===== src/rtl/uart_tx_arb.sv =====
// uart_tx_arb: round-robin arbiter granting one of NUM_SRC message sources
// exclusive use of a single UART transmitter, with a post-release idle gap.
//   clk, rst_n          clock, asynchronous active-low reset
//   i_want[NUM_SRC]     per-source message pending (level)
//   i_req/i_data/i_done per-source byte valid, byte, end-of-message pulse
//   o_idle[NUM_SRC]     one-hot grant to the owning source
//   o_cts[NUM_SRC]      per-source byte accepted
//   o_tx_data/o_tx_req  byte and byte-valid towards the transmitter
//   i_tx_cts/i_tx_idle  transmitter accept and line-idle
//   o_grant_id          current grant in GRANT, last granted source otherwise
//   o_busy              arbiter not idle
//   o_pkt_count         completed grants (done or timeout), wraps
module uart_tx_arb #(
    parameter int NUM_SRC    = 4,
    parameter int GAP_CYCLES = 16,
    parameter int TIMEOUT    = 255
) (
    input  logic                 clk,
    input  logic                 rst_n,
    input  logic [NUM_SRC-1:0]   i_want,
    input  logic [NUM_SRC-1:0]   i_req,
    input  logic [8*NUM_SRC-1:0] i_data,
    input  logic [NUM_SRC-1:0]   i_done,
    output logic [NUM_SRC-1:0]   o_idle,
    output logic [NUM_SRC-1:0]   o_cts,
    output logic [7:0]           o_tx_data,
    output logic                 o_tx_req,
    input  logic                 i_tx_cts,
    input  logic                 i_tx_idle,
    output logic [2:0]           o_grant_id,
    output logic                 o_busy,
    output logic [15:0]          o_pkt_count
);
    typedef enum logic [1:0] {IDLE, GRANT, GAP} state_t;

    state_t      state_q, state_d;
    logic [2:0]  grant_q, grant_d;
    logic [2:0]  last_q, last_d;
    logic [7:0]  gap_q, gap_d;
    logic [7:0]  to_q, to_d;
    logic [15:0] pkt_q, pkt_d;

    logic               req_g, done_g, found, rel;
    logic [7:0]         data_g;
    logic [2:0]         win;
    logic [NUM_SRC-1:0] gnt_oh;

    // Per-source selection of the granted source's signals and the
    // round-robin winner: first look above last, then wrap from 0.
    always_comb begin
        req_g  = 1'b0;
        done_g = 1'b0;
        data_g = 8'd0;
        gnt_oh = '0;
        win    = last_q;
        found  = 1'b0;
        for (int k = 0; k < NUM_SRC; k++) begin
            if (grant_q == 3'(k)) begin
                req_g  = i_req[k];
                done_g = i_done[k];
                data_g = i_data[8*k +: 8];
            end
            gnt_oh[k] = (state_q == GRANT) && (grant_q == 3'(k));
        end
        for (int k = 0; k < NUM_SRC; k++) begin
            if (!found && i_want[k] && 3'(k) > last_q) begin
                win   = 3'(k);
                found = 1'b1;
            end
        end
        for (int k = 0; k < NUM_SRC; k++) begin
            if (!found && i_want[k]) begin
                win   = 3'(k);
                found = 1'b1;
            end
        end
    end

    always_comb begin
        state_d = state_q;
        grant_d = grant_q;
        last_d  = last_q;
        gap_d   = gap_q;
        to_d    = to_q;
        pkt_d   = pkt_q;
        rel     = 1'b0;
        case (state_q)
            IDLE: begin
                if (i_tx_idle && |i_want) begin
                    state_d = GRANT;
                    grant_d = win;
                    to_d    = 8'd0;
                end
            end
            GRANT: begin
                // done and timeout in the same cycle collapse into one release
                rel  = done_g || (!req_g && to_q == 8'(TIMEOUT - 1));
                to_d = req_g ? 8'd0 : to_q + 8'd1;
                if (rel) begin
                    state_d = GAP;
                    last_d  = grant_q;
                    pkt_d   = pkt_q + 16'd1;
                    gap_d   = 8'(GAP_CYCLES - 1);
                    to_d    = 8'd0;
                end
            end
            GAP: begin
                if (gap_q == 8'd0) state_d = IDLE;
                else gap_d = gap_q - 8'd1;
            end
            default: state_d = IDLE;
        endcase
    end

    always_ff @(posedge clk or negedge rst_n) begin
        if (!rst_n) begin
            state_q <= IDLE;
            grant_q <= 3'd0;
            last_q  <= 3'(NUM_SRC - 1);
            gap_q   <= 8'd0;
            to_q    <= 8'd0;
            pkt_q   <= 16'd0;
        end else begin
            state_q <= state_d;
            grant_q <= grant_d;
            last_q  <= last_d;
            gap_q   <= gap_d;
            to_q    <= to_d;
            pkt_q   <= pkt_d;
        end
    end

    assign o_idle      = gnt_oh;
    assign o_cts       = (i_tx_cts && req_g) ? gnt_oh : '0;
    assign o_tx_req    = (state_q == GRANT) && req_g;
    assign o_tx_data   = (state_q == GRANT) ? data_g : 8'd0;
    // last_q resets to NUM_SRC-1, so the id is forced low while in reset
    assign o_grant_id  = !rst_n ? 3'd0 : (state_q == GRANT) ? grant_q : last_q;
    assign o_busy      = state_q != IDLE;
    assign o_pkt_count = pkt_q;
endmodule


===== config.mk =====
export PLATFORM = sky130hd
export DESIGN_NAME = uart_tx_arb
export DESIGN_NICKNAME = d
export VERILOG_FILES = /design/src/rtl/uart_tx_arb.sv
export SDC_FILE = /design/constraint.sdc
export NUM_CORES = 1
export LEC_CHECK = 0
export ABC_AREA = 1
export CORE_ASPECT_RATIO = 1.75
export CORE_MARGIN = 1
export CORE_UTILIZATION = 46
export CTS_CLUSTER_SIZE = 10
export DETAILED_ROUTE_END_ITERATION = 6
export PLACE_DENSITY = 0.81
export SYNTH_ARGS = -nofsm -noshare
export SYNTH_HDL_FRONTEND = slang
export SYNTH_SLANG_ARGS = --single-unit

===== constraint.sdc =====
create_clock -name clk -period 2.62 [get_ports clk]
set_input_delay 0.786 -clock clk [delete_from_list [all_inputs] [get_ports clk]]
set_output_delay 0.786 -clock clk [all_outputs]
set_load 0.05 [all_outputs]

; ---- After elaboration in Yosys (flattened, before gate mapping)
; Cells that the tools add are included.
; Widths: inputs -> output; s select.
[word_totals]
in_bits = 48
out_inout_bits = 37
wordCells = 105
ff_bits = 40
[classes]
n_addsub = 3
magnitude_cmp = 4
reduce_logical = 40
eq_ne = 10
muxes = 42
[ops]
columns = op, n
row1 = $mux 8, 10
row2 = $pmux 8 s2, 2
row3 = $mux 3, 10
row4 = $logic_and 1x1->1, 19
row5 = $add 16x1->16 const B, 1
row6 = $mux 1, 15
row7 = $add 8x1->8 const B, 1
row8 = $eq 8x8->1 const B, 1
row9 = $logic_not 1->1, 8
row10 = $logic_not 8->1, 1
row11 = $ne 2x2->1 const B, 4
row12 = $sub 8x1->8 const B, 1
row13 = $eq 3x2->1 const B, 2
row14 = $gt 1x3->1 const A, 2
row15 = $gt 2x3->1 const A, 2
row16 = $mux 2, 3
row17 = $pmux 2 s3, 1
row18 = $reduce_and 2->1, 3
row19 = $reduce_and 3->1, 2
row20 = $reduce_bool 2->1, 3
row21 = $mux 4, 1
row22 = $reduce_or 4->1, 1
row23 = $eq 3x1->1 const B, 1
row24 = $logic_not 3->1, 1
row25 = 4 further kinds, 4

; ---- Depth between registers and ports, before layout
[logic_depth]
depth_word = 27
mapped_depth = 11
mapped_depth_nobuf = 10

; ---- Least setup slack after synthesis
; OpenSTA, ideal clock, no wires.
[synth_path]
path_kind = input to output
startpoint = input port i_req[1]
endpoint = output port o_cts[0]
setup_slack_ns = -0.452
required_ns = 1.834
path_stages = 6
path_buffers = 0
arrival_ns = 2.286
cell_sequence = nand4_1 -> nand2_1 -> nand2_1 -> nand2_2 -> nand2_1 -> nor3_1
[synth_between]
elab_chain_cells = 5
[synth_rtl]
columns = item, line_no
row1 = start: declaration, 21  ; input logic [NUM_SRC-1:0] i_req,
row2 = $mux 1 (3 in series), 58  ; if (grant_q == 3'(k)) begin
row3 = $logic_and 1x1->1, 134  ; assign o_cts = (i_tx_cts && req_g) ? gnt_oh : '0;
row4 = $mux 4, 134
row5 = end: declaration, 25  ; output logic [NUM_SRC-1:0] o_cts,
; Every way passes these cells.

; ---- Worst setup path after layout
[layout_path]
startpoint = register grant_q[0]
endpoint = output port o_tx_req
[layout_between]
elab_chain_cells = 6
elab_cells_between_ends = 9
classes_between = eq/ne: 3 / mux: 4 / reduce/logical: 2
[layout_rtl]
columns = item, line_no
row1 = start: declaration, 37  ; logic [2:0] grant_q, grant_d;
row2 = start signal: assignment, 125  ; grant_q <= grant_d;
row3 = $logic_not 3->1, 58
row4 = $mux 1 (3 in series), 58
row5 = $mux 1 (*), 58
row6 = $logic_and 1x1->1 (*), 135  ; assign o_tx_req = (state_q == GRANT) && req_g;
row7 = end: declaration, 27  ; output logic o_tx_req,
; Every way passes the cells marked *; elsewhere a longest branch is shown, timed or not.

==> flow_summary.yaml <==
cts:
  clockBufferDepth: 2
  cts.sink_count: 40
  numCtsBuffers: 5
  hold_buffers: 0
  path_clk_slew_ns: 0.08
  cts_tree: "built"
  clock_latency_ns: 0.30
  htree_num_levels: 2
  clockRootBuffer: "clkbuf_8"
worst_setup_path:
  slowest_delay_ns: 0.47
  worstPathMaxFanout: 9
  critPathArrivalTime_ns: 1.81
  cp.required_ns: 1.83
  cpLargestDelayFamily: "simple AND/OR/NAND/NOR gates"
  critPathKind: "reg -> out"
  worst_setup_path_start_kind: "register"
  cp_cell_sequence: "nor2_4, nand2_2, inv_6, nand2_2, nand2_2, nand2_4, buf_6, inv_1, nor2_2, buf_12"
  endpoint_kind: "output pin"
  critical_path_buf_inv_count: 4
  critPathSlowestCell: "dfrtp_2"
  crit_top_cell: "nand2_2"
final_layout:
  n_antenna_cell: 0
  layout.nets: 578
  area_growth_pct: 52.4
  final_area_mm2: 0.00442
  layout-drive-gt1-share_pct: 19.8
  post-route-util_pct: 74.0
power_and_ir_drop:
  ir_worst_vdd_v: 0.000680
  p_switching_mw: 2.17
  p_int_mw: 2.10
  power_leakage_nw: 1.98
  finalPower_mw: 4.28
  p_clk_share_pct: 12.3
  powerDensity_mw_per_mm2: 968
  swShare_pct: 50.9
  comb_power_share_pct: 66.4
  seqPwrFrac_pct: 21.3
placement:
  place_hpwl_um: 6520
  gp_congestion: 0.930
  dpl_cell_area_mm2: 0.00415
  dp_slack_ns: -0.363
  io_buffers: 84
logic_synthesis:
  synth_common_cells: "nand2_1, nand3_1, nor2_1"
  netlist_area_mm2: 0.00290
  yosys.cell_types.count: 34
  synthFlopType: "dfrtp_1"
  synth_top_area_cell: "dfrtp_1"
  synth_top_area_share_pct: 32.8
  synth_fa_ha_area_share_pct: 2.16
  synth-compound-area-share_pct: 9.28
  synth_xor_area_share_pct: 6.34
  synthCells: 421
  synthSimpleGateAreaFrac_pct: 40.2
  async_reset_ff_share_pct: 100
  synth_top_family_by_area: "simple AND/OR/NAND/NOR gates"
  syn_area_per_cell_um2: 6.89
  yosysSeqAreaShare_pct: 34.6
  yosys-top-cells-area: "dfrtp_1, nand2_1, nand3_1"
  synth_edf_count: 0
  synth_mux_area_share_pct: 0
  synth-seq-cells: 40
  post-synth-top-count-cell: "nand2_1"
  ys_warn_count: 0
  synth_nets: 474
detailed_routing:
  drt_wl_total_um: 9030
  drtIter0Drc: 227
  num_vias: 3362
  post_drt_wl_per_cell_um: 14.9
  first_pass_iters: 6
  drtAntennaViolNets: 0
  vias_per_cell: 5.57
  drc: 0
global_routing:
  antenna_found_initial: 0
  grt_overflow: 0
  grt_pass1_wl_um: 14900
  grt_max_degree: 32
  grt_util_all_layers_pct: 30.0
  grt_pass1_vias: 3320
timing:
  fin_crit_sh_pct: 99.1
  setup_viol_count_final: 0
  period_needed_ns: 2.60
  rsz0062_at_grt: "yes"
  setup_slack_ns: 0.0230
  whs_ns: 0.291
  finalClockSkew_ns: 0.0142
  max_freq_ghz: 0.385
  drv_slew: 0
  hold_viol: 0
  worst_pin_slew_ns: 0.511
  timing.slew.headroom_pct: 65.7
floorplan:
  ios: 85
  die_x_um: 62.0
  die-area_mm2: 0.00664
  start_util_pct: 48.5
  die_h_um: 107
  core-area_mm2: 0.00597
  placementRows: 37
status:
  status: "finished, final reports clean"
worst_hold_path:
  hp-class: "in -> async"
job:
  drv_cap: 0
-- metrics by stage --
step	instances	TNS (ns)
finish	604	0
global route	604	-0.135
CTS	597	-0.0266
detailed placement	585	-1.59
global placement	585	-1.45
floorplan	421	-0.258
-- worst paths after layout --
check	to	startpoint	depth (start not counted)	slack [ns]
setup / recovery	o_tx_req	grant_q[0]	10	0.02
hold / removal	grant_q[0]	rst_n	1	0.29
setup reg to reg	gap_q[2]	state_q[1]	8	0.63
hold reg to reg	gap_q[1]	gap_q[1]	2	0.49
max in group asynchronous	o_pkt_count[0]	rst_n	2	1.79
min in group clk	gap_q[1]	gap_q[1]	2	0.49
-- layer usage --
| metal | track usage (%) | vias to the layer above | share of wire, % | wire [um] |
|---|---|---|---|---|
| met5 | 0 | - | 0 | 0 |
| met3 | 6.03 | 35 | 6.1 | 547 |
| met4 | 12.1 | 0 | 3.7 | 338 |
| met2 | 55.2 | 159 | 56 | 5060 |
| li1 | - | 1580 | - | - |
| met1 | 30.8 | 1588 | 34 | 3080 |
-- cells by family after synthesis --
| logic type | after synthesis |
|---|---|
| flops | 40 |
| simple gates | 259 |
| buf+inv | 50 |
| compound gates | 46 |
| fa+ha+maj | 5 |
| xor+xnor | 21 |
-- power groups by stage --
stage          Combinational [mW]  Sequential (mW)  Clock (mW)
2_1_floorplan                1.58            0.951           0
3_3_place_gp                 2.53            0.898           0
3_5_place_dp                 2.59            0.905           0
4_1_cts                      2.72            0.895       0.530
5_1_grt                      3.06            0.927       0.556
6_report                     2.84            0.911       0.526
-- placed cells by master (no fill, tap or decap), types with 6 or more instances in the layout --
| cell type | count |
|---|---|
| inv_1 | 34 |
| clkdlybuf4s50_1 | 58 |
| nand2_1 | 118 |
| dfrtp_1 | 36 |
| nand3_1 | 58 |
| buf_12 | 21 |
| xnor2_1 | 8 |
| a31oi_2 | 8 |
| o21ai_0 | 13 |
| o21ai_2 | 6 |
| xor2_1 | 13 |
| nor2_1 | 40 |
| nand4_1 | 7 |
| buf_4 | 21 |
| nor3_1 | 9 |
| a21oi_1 | 12 |
-- flip-flops by register name, indices dropped and copies added, names as in the netlist --
register / flops
last_q: 3
to_q: 8
gap_q: 8
grant_q: 3
o_pkt_count: 16
state_q: 2
-- repair_timing --
action / in CTS / in global routing
pin swaps: 8 / 10
setup endpoints to repair: 6 / 20
cloned: 0 / 1
setup buffers: 4 / 6
resized for setup: 17 / 13
-- area by class of cell --
class / count / area, um2
Tap cell: 78 / 97.6
Clock inverter: 3 / 46.3
Fill cell: 437 / 1550
Timing Repair Buffer: 107 / 1220
Inverter: 39 / 158
Clock buffer: 5 / 68.8
Sequential cell: 40 / 1010
Multi-Input combinational cell: 332 / 1820
Note: power is estimated with default switching activity, not from simulation.
